==> config.mk <==
export PLATFORM = sky130hd
export DESIGN_NAME = cmd_exec_fsm
export DESIGN_NICKNAME = d
export VERILOG_FILES = /design/src/rtl/gp_engine_pkg.sv /design/src/rtl/gp_cmd_decode.sv /design/src/rtl/cmd_exec_fsm.sv
export SDC_FILE = /design/constraint.sdc
export NUM_CORES = 1
export LEC_CHECK = 0
export BUFFER_PORTS_ARGS = -buffer_cell sky130_fd_sc_hd__buf_2
export CAP_MARGIN = 25
export CORE_UTILIZATION = 30
export DETAILED_ROUTE_END_ITERATION = 8
export GPL_TIMING_DRIVEN = 0
export HOLD_SLACK_MARGIN = 0.08
export PLACE_DENSITY_LB_ADDON = 0.1
export SKIP_CTS_REPAIR_TIMING = 1
export SYNTH_ARGS = -nofsm -noshare
export SYNTH_HDL_FRONTEND = slang
export SYNTH_SLANG_ARGS = --single-unit
==> constraint.sdc <==
create_clock -name clk -period 25 [get_ports clk]
set_input_delay 7.5 -clock clk [delete_from_list [all_inputs] [get_ports clk]]
set_output_delay 7.5 -clock clk [all_outputs]
set_load 0.01 [all_outputs]
==> src/rtl/gp_engine_pkg.sv <==
// gp_engine_pkg: shared definitions for the command executor.
// Holds command type encodings, command field bit positions and the FSM state type.
package gp_engine_pkg;

    // Command type encodings (cmd[1:0]); 2'b10 and 2'b11 are illegal
    localparam logic [1:0] CMD_WRITE = 2'b00;
    localparam logic [1:0] CMD_RWM   = 2'b01;

    // Command word field positions
    localparam int CMD_TYPE_LSB = 0;
    localparam int CMD_TYPE_MSB = 1;
    localparam int CMD_DATA_LSB = 2;
    localparam int CMD_DATA_MSB = 33;
    localparam int CMD_ADDR_LSB = 34;
    localparam int CMD_ADDR_MSB = 63;

    typedef enum logic [3:0] {
        ST_IDLE,
        ST_FETCH,
        ST_DECODE,
        ST_WR_REQ,
        ST_RD_REQ,
        ST_RD_WAIT,
        ST_FETCH2,
        ST_MOD_WR,
        ST_DONE,
        ST_ERR
    } state_e;

endpackage

==> src/rtl/gp_cmd_decode.sv <==
// gp_cmd_decode: combinational split of a command word into its fields.
// Ports: cmd_i (command word) -> addr_o (word-aligned), data_o, zero_o, write_o, rwm_o.
module gp_cmd_decode
    import gp_engine_pkg::*;
#(
    parameter int CMD_WIDTH  = 64,
    parameter int ADDR_WIDTH = 32,
    parameter int DATA_WIDTH = 32
) (
    input  logic [CMD_WIDTH-1:0]  cmd_i,
    output logic [ADDR_WIDTH-1:0] addr_o,
    output logic [DATA_WIDTH-1:0] data_o,
    output logic                  zero_o,
    output logic                  write_o,
    output logic                  rwm_o
);

    logic [1:0] type_w;

    assign type_w  = cmd_i[CMD_TYPE_MSB:CMD_TYPE_LSB];
    assign addr_o  = {cmd_i[CMD_ADDR_MSB:CMD_ADDR_LSB], 2'b00};
    assign data_o  = cmd_i[CMD_DATA_MSB:CMD_DATA_LSB];
    assign zero_o  = (cmd_i == '0);
    assign write_o = (type_w == CMD_WRITE);
    assign rwm_o   = (type_w == CMD_RWM);

endmodule

==> src/rtl/cmd_exec_fsm.sv <==
// cmd_exec_fsm: fetches command words from a buffer and executes them on a
// bus master as plain writes or read-modify-write pairs (RWM + WRITE).
// Ports: start/busy/done/err control; cmd_rd_en/cmd_addr/cmd_rd_valid/cmd_out
// command buffer; mst_o_* / mst_i_* bus request, handshake and read return.
module cmd_exec_fsm
    import gp_engine_pkg::*;
#(
    parameter int                    CMD_WIDTH  = 64,
    parameter int                    ADDR_WIDTH = 32,
    parameter int                    DATA_WIDTH = 32,
    parameter logic [ADDR_WIDTH-1:0] END_ADDR   = 32'h0000_04A0
) (
    input  logic                  clk,
    input  logic                  rst,
    input  logic                  start,
    output logic                  busy,
    output logic                  done,
    output logic                  err,
    output logic                  cmd_rd_en,
    output logic [ADDR_WIDTH-1:0] cmd_addr,
    input  logic                  cmd_rd_valid,
    input  logic [CMD_WIDTH-1:0]  cmd_out,
    output logic                  mst_o_valid,
    output logic [ADDR_WIDTH-1:0] mst_o_addr,
    output logic [DATA_WIDTH-1:0] mst_o_wr_data,
    output logic                  mst_o_rd0_wr1,
    input  logic                  mst_i_ready,
    input  logic [DATA_WIDTH-1:0] mst_i_rd_data,
    input  logic                  mst_i_rd_valid
);

    localparam logic [ADDR_WIDTH-1:0] STEP = ADDR_WIDTH'(4);

    state_e                state_q, state_d;
    logic [ADDR_WIDTH-1:0] cmd_addr_q, cmd_addr_d;
    logic [CMD_WIDTH-1:0]  cmd_q, cmd_d;
    logic [DATA_WIDTH-1:0] rdata_q, rdata_d;
    logic [DATA_WIDTH-1:0] mask_q, mask_d;
    logic [ADDR_WIDTH-1:0] maddr_q, maddr_d;
    logic [DATA_WIDTH-1:0] wdata_q, wdata_d;
    logic                  we_q, we_d;
    logic                  err_q, err_d;
    logic                  busy_q, done_q, rd_en_q, valid_q;
    logic [ADDR_WIDTH-1:0] next_idx;

    logic [CMD_WIDTH-1:0]  dec_cmd;
    logic [ADDR_WIDTH-1:0] dec_addr;
    logic [DATA_WIDTH-1:0] dec_data;
    logic                  dec_zero, dec_write, dec_rwm;

    // The companion WRITE of an RWM is checked as it arrives, so FETCH2
    // decodes the buffer word directly; elsewhere the captured word is used.
    assign dec_cmd  = (state_q == ST_FETCH2) ? cmd_out : cmd_q;
    assign next_idx = cmd_addr_q + STEP;

    gp_cmd_decode #(
        .CMD_WIDTH (CMD_WIDTH),
        .ADDR_WIDTH(ADDR_WIDTH),
        .DATA_WIDTH(DATA_WIDTH)
    ) u_dec (
        .cmd_i  (dec_cmd),
        .addr_o (dec_addr),
        .data_o (dec_data),
        .zero_o (dec_zero),
        .write_o(dec_write),
        .rwm_o  (dec_rwm)
    );

    always_comb begin
        state_d    = state_q;
        cmd_addr_d = cmd_addr_q;
        cmd_d      = cmd_q;
        rdata_d    = rdata_q;
        mask_d     = mask_q;
        maddr_d    = maddr_q;
        wdata_d    = wdata_q;
        we_d       = we_q;
        err_d      = err_q;

        unique case (state_q)
            ST_IDLE: begin
                if (start) begin
                    err_d      = 1'b0;
                    cmd_addr_d = '0;
                    state_d    = ST_FETCH;
                end
            end
            ST_FETCH: begin
                if (cmd_rd_valid) begin
                    cmd_d   = cmd_out;
                    state_d = ST_DECODE;
                end
            end
            ST_DECODE: begin
                if (dec_zero || (cmd_addr_q == END_ADDR)) begin
                    state_d = ST_DONE;
                end else if (dec_write) begin
                    maddr_d = dec_addr;
                    wdata_d = dec_data;
                    we_d    = 1'b1;
                    state_d = ST_WR_REQ;
                end else if (dec_rwm) begin
                    maddr_d = dec_addr;
                    wdata_d = '0;
                    we_d    = 1'b0;
                    mask_d  = dec_data;
                    state_d = ST_RD_REQ;
                end else begin
                    state_d = ST_ERR;
                end
            end
            ST_WR_REQ, ST_MOD_WR: begin
                if (mst_i_ready) begin
                    cmd_addr_d = next_idx;
                    state_d    = ST_FETCH;
                end
            end
            ST_RD_REQ: begin
                if (mst_i_ready) begin
                    state_d = ST_RD_WAIT;
                end
            end
            ST_RD_WAIT: begin
                if (mst_i_rd_valid) begin
                    rdata_d    = mst_i_rd_data;
                    cmd_addr_d = next_idx;
                    // An RWM in the last slot has no WRITE partner to fetch
                    state_d    = (next_idx == END_ADDR) ? ST_ERR : ST_FETCH2;
                end
            end
            ST_FETCH2: begin
                if (cmd_rd_valid) begin
                    cmd_d = cmd_out;
                    if (!dec_zero && dec_write) begin
                        maddr_d = dec_addr;
                        wdata_d = (rdata_q & ~mask_q) | (dec_data & mask_q);
                        we_d    = 1'b1;
                        state_d = ST_MOD_WR;
                    end else begin
                        state_d = ST_ERR;
                    end
                end
            end
            ST_DONE, ST_ERR: begin
                state_d = ST_IDLE;
            end
            default: begin
                state_d = ST_IDLE;
            end
        endcase

        if (state_d == ST_ERR) begin
            err_d = 1'b1;
        end
    end

    // Outputs are registered from the next state so they line up with it
    always_ff @(posedge clk or posedge rst) begin
        if (rst) begin
            state_q    <= ST_IDLE;
            cmd_addr_q <= '0;
            cmd_q      <= '0;
            rdata_q    <= '0;
            mask_q     <= '0;
            maddr_q    <= '0;
            wdata_q    <= '0;
            we_q       <= 1'b0;
            err_q      <= 1'b0;
            busy_q     <= 1'b0;
            done_q     <= 1'b0;
            rd_en_q    <= 1'b0;
            valid_q    <= 1'b0;
        end else begin
            state_q    <= state_d;
            cmd_addr_q <= cmd_addr_d;
            cmd_q      <= cmd_d;
            rdata_q    <= rdata_d;
            mask_q     <= mask_d;
            maddr_q    <= maddr_d;
            wdata_q    <= wdata_d;
            we_q       <= we_d;
            err_q      <= err_d;
            busy_q     <= (state_d != ST_IDLE);
            done_q     <= (state_d == ST_DONE);
            rd_en_q    <= (state_d == ST_FETCH) || (state_d == ST_FETCH2);
            valid_q    <= (state_d == ST_WR_REQ) || (state_d == ST_RD_REQ) ||
                          (state_d == ST_MOD_WR);
        end
    end

    assign busy          = busy_q;
    assign done          = done_q;
    assign err           = err_q;
    assign cmd_rd_en     = rd_en_q;
    assign cmd_addr      = cmd_addr_q;
    assign mst_o_valid   = valid_q;
    assign mst_o_addr    = maddr_q;
    assign mst_o_wr_data = wdata_q;
    assign mst_o_rd0_wr1 = we_q;

endmodule

==> results of run 1 <==
per-stage QoR:
step	power (mW)	utilization (%)	setup WS (ps)	hold WS (ps)	area [um^2]
5_1_grt	1.592	37.08	14520	484.5	13970
3_3_place_gp	1.124	34.84	7734	458.0	13120
4_1_cts	1.510	37.08	14860	477.9	13970
3_5_place_dp	1.134	35.01	14290	465.4	13190
2_1_floorplan	0.9379	-	11200	471.8	11490
6_report	1.486	37.08	14760	468.5	13970
logic make-up (layout without fill, tap and decap cells):
kind of cell | Yosys count | count (layout) | synth area share, %
AO/OA/AOI/OAI | 239 | 239 | 12.16
other | 1 | 5 | 0.03268
XOR/XNOR | 9 | 9 | 0.6869
adder cells (fa/ha/maj) | 4 | 4 | 0.4361
AND/OR/NAND/NOR | 351 | 351 | 15.29
flip-flops | 230 | 230 | 50.15
buffers and inverters | 94 | 334 | 3.358
multiplexers | 193 | 193 | 17.89
state kept, by name, indices dropped and copies added (netlist names):
register,cells
mst_o_wr_data,32
mst_o_rd0_wr1,1
mst_o_addr,30
busy,1
mask_q,32
rdata_q,32
cmd_rd_en,1
cmd_addr,30
state_q,4
mst_o_valid,1
err,1
cmd_q,64
done,1
synthesized netlist by cell type, drive strengths merged, types with 8 or more instances:
library cell	number	area [um^2]
o31ai	9	67.56
mux2i	96	960.9
nand4	19	125.1
nor4	41	284.0
mux2	97	1092
a21oi	12	60.06
nor3	19	95.09
o21ai	149	757.0
a31oi	43	269.0
dfrtp	230	5756
nor2	70	262.8
buf	19	103.9
nand3	20	112.6
nand2b	8	50.05
nand2	131	491.7
inv	10	37.54
clkbuf	65	244.0
power by group through the flow:
| stage | clock network (mW) | registers, mW | logic, mW |
|---|---|---|---|
| CTS | 0.379 | 0.624 | 0.507 |
| global placement | 0 | 0.626 | 0.498 |
| finish | 0.365 | 0.622 | 0.499 |
| floorplan | 0 | 0.612 | 0.326 |
| global route | 0.389 | 0.643 | 0.560 |
| detailed placement | 0 | 0.630 | 0.505 |
critical path: stages:
cell      delay, ps
buf_2           150
nor4_1          540
nand4_1         280
nor3_1          240
o22ai_1         220
nand3_1         400
clkbuf_1        620
clkbuf_1        540
nand2_1         110
o21ai_0         110
path summary, 6_finish.rpt:
check / start / to / cells after the start
worst max-delay path: cmd_out[33] / mst_o_wr_data[23] / 10
worst min-delay path: mst_o_addr[15] / mst_o_addr[15] / 2
worst max register to register: state_q[3] / mst_o_wr_data[23] / 11
worst min register to register: mst_o_addr[15] / mst_o_addr[15] / 2
max in group asynchronous: rst / mst_o_wr_data[7] / 4
min in group asynchronous: rst / rdata_q[24] / 2
cell type report:
| cell class | instances | area (um^2) |
|---|---|---|
| Multi-Input combinational cell | 800 | 5346 |
| Clock buffer | 35 | 747.0 |
| Clock inverter | 4 | 33.78 |
| Inverter | 10 | 45.04 |
| Tap cell | 511 | 639.4 |
| Antenna cell | 1 | 2.502 |
| Timing Repair Buffer | 201 | 1051 |
| Buffer | 84 | 347.8 |
| Fill cell | 3941 | 23700 |
| Sequential cell | 230 | 5756 |
layout by cell type (no fill, tap or decap), types with 4 or more instances in the layout:
cell,Yosys,routed
nor2_1,70,70
nand2_1,131,131
o31ai_1,9,9
nand3_1,19,19
nor4_1,38,38
mux2i_1,96,96
o21ai_0,145,145
conb_1,1,4
a21oi_1,12,12
and3_1,5,5
nand2b_1,8,8
mux2_2,97,97
dfrtp_1,230,230
xnor2_1,6,6
a31oi_1,43,43
or4_1,6,6
buf_4,6,6
buf_2,8,207
clkbuf_16,0,28
clkbuf_1,65,70
nor3_1,19,19
inv_1,10,9
buf_1,5,5
ha_1,4,4
nor2b_1,7,7
nand4_1,18,18
per-layer routing:
metal  track usage [%]  up-vias
met1             27.93     4678
met4             4.307        6
li1                  -     4530
met5                 0        -
met2             31.14      220
met3             3.500       49
==> impl_metrics.py, run 1 <==
metrics = {
    "placed_design": {
        "gp_congestion": 0.8398,
        "place_inst": 1836,
        "hpwlAfterDp_mm": 27.74,
        "io_buffers": 199,
    },
    "clocking": {
        "cts_buffers": 28,
        "path_clk_slew_ps": 50,
        "ctsLongestPathBuffers": 3,
        "clock-root-buffer": "clkbuf_16",
        "insertion_delay_ps": 560,
        "cts_tree": "yes",
        "clock-sinks": 230,
        "htreeDepth": 1,
    },
    "worst_setup_path": {
        "crit_fanout": 10,
        "cp.arrival_ps": 10710,
        "regToRegSetupSlack_ps": 20920,
        "worstPathRequired_ps": 25470,
        "end_kind": "flip-flop",
        "timing.critical_path.from_type": "input pin",
        "critical_path_class": "in -> reg",
    },
    "timing": {
        "tightestPinTransition_ps": 906.4,
        "rsz0062_at_grt": "false",
        "period_share_pct": 40.97,
        "fmax_mhz": 97.63,
        "report.final.slew_viol_count": 0,
        "setup_tns_ps": 0,
        "finalSetupViolations": 0,
        "timing.final.crit_period_ps": 10240,
        "skew_ps": 12.31,
        "hold_viol_final": 0,
        "slew_headroom_pct": 39.57,
    },
    "global_routing": {
        "grt_max_degree": 90,
        "antenna_found_initial": 5,
        "grt_pass1_vias": 9540,
        "grt_pass1_wl_mm": 58.79,
        "overflow": 0,
        "grt_usage_pct": 19.70,
    },
    "synth": {
        "yosysSeqAreaShare_pct": 50.15,
        "synth_flop_cell": "dfrtp_1",
        "synth-edff-count": 0,
        "synthArstFlopShare_pct": 100.0,
        "yosysWarnings": 0,
        "synthesis.instances": 1121,
        "synth_cell_types": 69,
        "synth-seq-cells": 230,
        "postSynthAreaPerCell_um2": 10.24,
        "netlist_area_um2": 11480,
    },
    "detailed_routing": {
        "dr_wl_met3_mm": 1.758,
        "wirelength_mm": 38.09,
        "vias": 9483,
        "drt-initial-drc-count": 474,
        "drcViolationCount": 0,
        "drtAntennaViolNets": 0,
        "drt_pass1_iterations": 4,
        "wl_per_cell_um": 20.30,
        "avgViaCountPerCell": 5.055,
        "met1_length_mm": 18.48,
        "route.met2.wl_mm": 17.10,
        "top_layer": "met5",
    },
    "floorplanning": {
        "initial_core_util_pct": 30.47,
        "die-area_um2": 39040,
        "die_w_um": 197.6,
        "core_um2": 37670,
        "io_pins": 204,
        "die_h_um": 197.6,
        "rows": 71,
    },
    "run_status": {
        "status": "finished, final reports clean",
    },
    "power_and_ir_drop": {
        "sw_frac_of_total_pct": 36.47,
        "powerDensity_nw_per_um2": 106.4,
        "clkPwrFrac_pct": 24.6,
        "peakVddDrop_mv": 0.05894,
        "p_comb_share_pct": 33.6,
        "sequentialPowerShare_pct": 41.9,
        "internal_power_mw": 0.9442,
        "p_sw_mw": 0.5421,
        "leakage_nw": 5.970,
    },
    "finish": {
        "areaGrowthSynthToFinish_pct": 21.72,
        "drive_gt1_share_pct": 26.69,
        "nets": 1461,
        "fin_cells": 1876,
    },
    "hold_path": {
        "hp-class": "reg -> reg",
    },
    "job": {
        "max_cap_viol_count": 0,
    },
}
No activity file was read; power rests on OpenSTA's default activity.
==> inputs of run 2 (changes only) <==
- ABC_AREA: unset -> 1
- clock period: 25 -> 10.15 ns (I/O delays scaled with it)
==> impl_metrics.py, run 2 <==
metrics = {
    "clocking": {
        "path_clk_slew_ps": 60,
        "htreeDepth": 1,
        "clock-sinks": 230,
        "cts_tree": "yes",
        "insertion_delay_ps": 570,
        "ctsLongestPathBuffers": 3,
        "cts_buffers": 29,
        "clock-root-buffer": "clkbuf_16",
    },
    "worst_setup_path": {
        "crit_fanout": 10,
        "cp_cell_sequence": "buf_2 > inv_1 > o21ai_0 > nor2_1 > nand2_1 > nor2_1 > nand2_1 > nor2_1 > nand2_2 > nand2_1 > o21ai_2 > nand2_2 > inv_2 > buf_2 > nand2_1 > nand2_1",
        "worst_path_max_delay_cell": "inv_2",
        "crit_path_frequent_cell": "nand2_1",
        "r2r_start": "state_q[3]",
        "crit_buf_inv": 4,
        "worstPathRequired_ps": 10650,
        "cp.arrival_ps": 5480,
        "r2r_cells": 19,
        "end_kind": "flip-flop",
        "worst_r2r_endpoint": "mst_o_addr[7]",
        "cpLargestDelayFamily": "simple AND/OR/NAND/NOR gates",
        "timing.critical_path.from_type": "input pin",
        "max_stage_delay_ps": 380,
        "critical_path_class": "in -> reg",
        "regToRegSetupSlack_ps": 6680,
    },
    "finish": {
        "final_util_pct": 37.53,
        "largest_reg_flops": 64,
        "drive_gt1_share_pct": 20.08,
        "layout_common_cells": "612 x nand2_1, 230 x dfrtp_1, 227 x buf_2",
        "nets": 1823,
        "multi_input_area_um2": 4870,
        "fin_cells": 2249,
        "regArea_um2": 5756,
        "final_common_cell": "nand2_1",
        "fillers": 4022,
        "diodes": 0,
        "areaGrowthSynthToFinish_pct": 23.31,
        "top_register": "cmd_q",
    },
    "synth": {
        "yosysSeqAreaShare_pct": 50.32,
        "netlist_area_um2": 11440,
        "synth_cell_types": 34,
        "synth-seq-cells": 230,
        "synth_xor_xnor_area_share_pct": 0.8424,
        "synth_flop_cell": "dfrtp_1",
        "synth-edff-count": 0,
        "synthTopCellsByCount": "612 x nand2_1, 230 x dfrtp_1, 132 x nor2_1",
        "synth_top_family_by_area": "simple AND/OR/NAND/NOR gates",
        "synth_fa_ha_area_share_pct": 0.4376,
        "postSynthAreaPerCell_um2": 7.717,
        "synth_most_common_cell": "nand2_1",
        "synthesis.instances": 1482,
        "yosys-top-cells-area": "dfrtp_1 50%, nand2_1 20%, nor2_1 4.3%",
        "yosysWarnings": 0,
        "synth.mux.area_fraction_pct": 4.420,
        "synth_compound_area_share_pct": 8.621,
        "synth_top_area_share_pct": 50.32,
        "yosys.area_share.simple_pct": 28.13,
        "synthArstFlopShare_pct": 100.0,
        "synth_area_leader_cell": "dfrtp_1",
    },
    "timing": {
        "timing.final.crit_period_ps": 4984,
        "hold_ws_ps": 471.7,
        "period_share_pct": 49.10,
        "tightestPinTransition_ps": 667.0,
        "slew_headroom_pct": 55.53,
        "skew_ps": 17.43,
        "report.final.slew_viol_count": 0,
        "finalSetupViolations": 0,
        "fmax_mhz": 200.6,
        "rsz0062_at_grt": "false",
        "hold_viol_final": 0,
        "setup_tns_ps": 0,
    },
    "power_and_ir_drop": {
        "total_power_mw": 3.839,
        "peakVddDrop_mv": 0.1198,
        "leakage_nw": 7.282,
        "powerDensity_nw_per_um2": 272.2,
    },
    "floorplanning": {
        "die_w_um": 197.3,
        "die-area_um2": 38910,
        "rows": 71,
        "die_h_um": 197.3,
        "initial_core_util_pct": 30.44,
        "io_pins": 204,
        "core_um2": 37580,
    },
    "detailed_routing": {
        "drt_pass1_iterations": 7,
        "route.met2.wl_mm": 17.31,
        "avgViaCountPerCell": 4.607,
        "wirelength_mm": 38.17,
        "top_layer": "met5",
        "met1_length_mm": 18.26,
        "drtAntennaViolNets": 0,
        "wl_per_cell_um": 16.97,
        "drcViolationCount": 0,
        "vias": 10360,
        "dr_wl_met3_mm": 1.880,
        "drt-initial-drc-count": 643,
    },
    "global_routing": {
        "antenna_found_initial": 4,
        "grt_usage_pct": 19.89,
        "grt_pass1_vias": 10350,
        "grt_max_degree": 105,
        "grt_pass1_wl_mm": 59.34,
        "overflow": 0,
    },
    "hold_path": {
        "min_from": "mst_o_wr_data[15]",
        "hp-class": "reg -> reg",
        "holdPathEnd": "mst_o_wr_data[15]",
        "whs_path_depth": 2,
    },
    "job": {
        "max_cap_viol_count": 0,
    },
    "placed_design": {
        "hpwlAfterDp_mm": 27.74,
        "io_buffers": 199,
        "gp_congestion": 0.8581,
        "place_inst": 2197,
    },
    "run_status": {
        "status": "finished, final reports clean",
    },
}
run 2: tightest hold or removal path, cell delays in order, from the launching register on:
cell and delay (ps):
dfrtp_1 340, nand2_1 50, nand2_1 50
run 2: layout make-up:
cell class	count	area share, %
inverter	134	3.620
timing repair buffer	201	7.452
tap	511	4.533
clock inverter	11	0.8251
clock buffer	41	5.962
buffer	64	2.271
sequential	230	40.81
multi-input combinational	1057	34.53
run 2: worst max path at each step:
| stage | start | to | slack (ps) | cells after the start |
|---|---|---|---|---|
| 6_report | cmd_out[33] | mst_o_addr[7] | 5170 | 16 |
| 5_1_grt | cmd_out[33] | mst_o_addr[4] | 4920 | 16 |
| 4_1_cts | cmd_out[33] | mst_o_addr[6] | 5150 | 16 |
| 3_5_place_dp | cmd_out[33] | mst_o_addr[7] | 4560 | 16 |
| 3_3_place_gp | rst | mst_o_addr[25] | -2760 | 2 |
| 2_1_floorplan | rst | busy | 800 | 1 |
run 2: kinds of logic (layout without fill, tap and decap cells):
family | after synthesis | after routing
buffers and inverters | 198 | 451
adder cells (fa/ha/maj) | 4 | 4
AND/OR/NAND/NOR | 815 | 815
other | 1 | 4
multiplexers | 45 | 45
XOR/XNOR | 11 | 11
flip-flops | 230 | 230
AO/OA/AOI/OAI | 178 | 178
run 2: where the power goes:
group,internal [mW],total [mW],switching [mW]
combinational,0.501,1.34,0.842
sequential,1.27,1.45,0.179
clock,0.624,1.05,0.422
run 2: per-layer routing:
layer  vias up  GRT usage, %
met5         -             0
met4         8         4.651
met3        50         3.142
met2       231         32.24
met1      4903         27.71
li1       5169             -
run 2: through the flow:
stage	cell area, um^2	setup slack, ps
floorplan	11450	800.4
global placement	13080	-2759
detailed placement	13150	4560
CTS	14100	5153
global route	14100	4915
finish	14100	5166
==> inputs of run 3 (changes only) <==
- clock period: 10.15 -> 5.1 ns (I/O delays scaled with it)
==> impl_metrics.py, run 3 (synthesis results as in run 2) <==
metrics = {
    "finish": {
        "diodes": 0,
        "drive_gt1_share_pct": 20.10,
        "final_common_cell": "nand2_1",
        "fillers": 4032,
        "top_register": "cmd_q",
        "final_util_pct": 37.65,
        "largest_reg_flops": 64,
        "areaGrowthSynthToFinish_pct": 23.70,
        "fin_cells": 2252,
        "nets": 1827,
        "layout_common_cells": "612 x nand2_1, 230 x dfrtp_1, 227 x buf_2",
        "fin_area_um2": 14150,
    },
    "floorplanning": {
        "core_um2": 37580,
        "initial_core_util_pct": 30.44,
        "die_w_um": 197.3,
        "io_pins": 204,
        "die-area_um2": 38910,
        "rows": 71,
        "die_h_um": 197.3,
    },
    "worst_setup_path": {
        "timing.critical_path.from_type": "flip-flop",
        "cpLargestDelayFamily": "simple AND/OR/NAND/NOR gates",
        "end_kind": "flip-flop",
        "cp_cell_sequence": "nor2_4 > nand2_2 > buf_6 > buf_6 > nand2_1 > nand2_1 > nor2_1 > nand2_1 > nor2_1 > nand2_1 > nor2_1 > nand2_2 > nand2_1 > o21ai_2 > nand2_2 > inv_2 > buf_2 > nand2_1 > nand2_1",
        "max_stage_delay_ps": 450,
        "crit_buf_inv": 4,
        "r2r_start": "state_q[0]",
        "worst_r2r_endpoint": "mst_o_wr_data[27]",
        "crit_fanout": 10,
        "worst_path_max_delay_cell": "dfrtp_1",
        "regToRegSetupSlack_ps": 1630,
        "crit_path_frequent_cell": "nand2_1",
        "cp.arrival_ps": 3910,
        "worstPathRequired_ps": 5540,
        "critical_path_class": "reg -> reg",
        "r2r_cells": 19,
    },
    "timing": {
        "tightestPinTransition_ps": 817.4,
        "slew_headroom_pct": 45.39,
        "hold_ws_ps": 471.3,
        "rsz0062_at_grt": "false",
        "fmax_mhz": 288.5,
        "report.final.slew_viol_count": 0,
        "skew_ps": 11.64,
        "timing.final.crit_period_ps": 3466,
        "period_share_pct": 67.96,
        "setup_tns_ps": 0,
        "hold_viol_final": 0,
        "setup_ws_ps": 1634,
        "finalSetupViolations": 0,
    },
    "detailed_routing": {
        "avgViaCountPerCell": 4.588,
        "drt_pass1_iterations": 5,
        "drcViolationCount": 0,
        "wirelength_mm": 38.12,
        "drt-initial-drc-count": 595,
        "vias": 10330,
        "wl_per_cell_um": 16.93,
        "drtAntennaViolNets": 0,
    },
    "placed_design": {
        "place_inst": 2201,
        "place_area_um2": 13210,
        "hpwlAfterDp_mm": 28.14,
        "gp_congestion": 0.8433,
        "io_buffers": 199,
        "dp_worst_setup_slack_ps": 1038,
    },
    "hold_path": {
        "min_from": "mst_o_wr_data[22]",
        "hp-class": "reg -> reg",
        "holdPathEnd": "mst_o_wr_data[22]",
        "whs_path_depth": 2,
    },
    "power_and_ir_drop": {
        "p_sw_mw": 2.847,
        "sequentialPowerShare_pct": 37.9,
        "powerDensity_nw_per_um2": 537.8,
        "leakage_nw": 7.296,
        "p_comb_share_pct": 35.2,
        "clkPwrFrac_pct": 26.9,
        "internal_power_mw": 4.761,
        "peakVddDrop_mv": 0.2448,
        "total_power_mw": 7.608,
        "sw_frac_of_total_pct": 37.42,
    },
    "global_routing": {
        "grt_pass1_vias": 10320,
        "grt_max_degree": 40,
        "overflow": 0,
        "grt_pass1_wl_mm": 59.54,
        "antenna_found_initial": 4,
        "grt_usage_pct": 19.96,
    },
    "clocking": {
        "htreeDepth": 1,
        "ctsLongestPathBuffers": 3,
        "clock-sinks": 230,
        "path_clk_slew_ps": 60,
        "cts_tree": "yes",
        "cts_buffers": 29,
        "insertion_delay_ps": 560,
        "clock-root-buffer": "clkbuf_16",
    },
    "run_status": {
        "status": "finished, final reports clean",
    },
    "job": {
        "max_cap_viol_count": 0,
    },
}
## run 3: cell count changes in the layout (fill, tap and decap cells not counted), moves of 2 or more
cell	change
clkbuf_8	+3
clkbuf_1	+2
inv_6	-2
buf_16	-2
clkinv_2	-2
buf_12	+6
## run 3: cell type report
type	instances	area (um^2)	area share (%)
tap	511	639.4	4.519
buffer	64	320.3	2.264
multi-input combinational	1057	4870	34.42
sequential	230	5756	40.68
inverter	134	506.7	3.582
timing repair buffer	205	1116	7.889
clock buffer	46	889.6	6.288
clock inverter	5	50.05	0.3538
## run 3: worst max-delay path by stage
stage                              endpoint  slack [ps]         from  cells after the start
after floorplan                        busy         560          rst                      1
after global placement       mst_o_addr[18]       -1370          rst                      2
after detailed placement  mst_o_wr_data[21]        1040  cmd_out[33]                     16
after CTS                     mst_o_addr[7]        1530   state_q[0]                     19
after global routing      mst_o_wr_data[27]        1260   state_q[0]                     19
final                     mst_o_wr_data[27]        1630   state_q[0]                     19
## run 3: layer usage
metal  GRT usage (%)  up-vias  share of wire (%)  routed length, um
met5               0        -               0.13                 51
met2           32.06      235                 45              17310
li1                -     5173                  -                  -
met3           3.227       49                4.4               1677
met4           4.910        8                1.7                667
met1           27.92     4867                 48              18410
## run 3: power by group through the flow
stage	registers [mW]	clock network, mW	logic (mW)
final	2.89	2.04	2.68
after global routing	2.98	2.18	3.07
after CTS	2.89	2.11	2.74
after detailed placement	2.91	0	2.73
after global placement	2.91	0	2.68
after floorplan	2.93	0	1.78
## run 3: worst register-to-register path, cell delays in order (launching register included)
cell	delay (ps)
dfrtp_1	450
nor2_4	260
nand2_2	110
buf_6	160
buf_6	170
nand2_1	90
nand2_1	100
nor2_1	120
nand2_1	90
nor2_1	290
nand2_1	90
nor2_1	130
nand2_2	110
nand2_1	90
o21ai_2	70
nand2_2	310
inv_2	250
buf_2	270
nand2_1	120
nand2_1	50
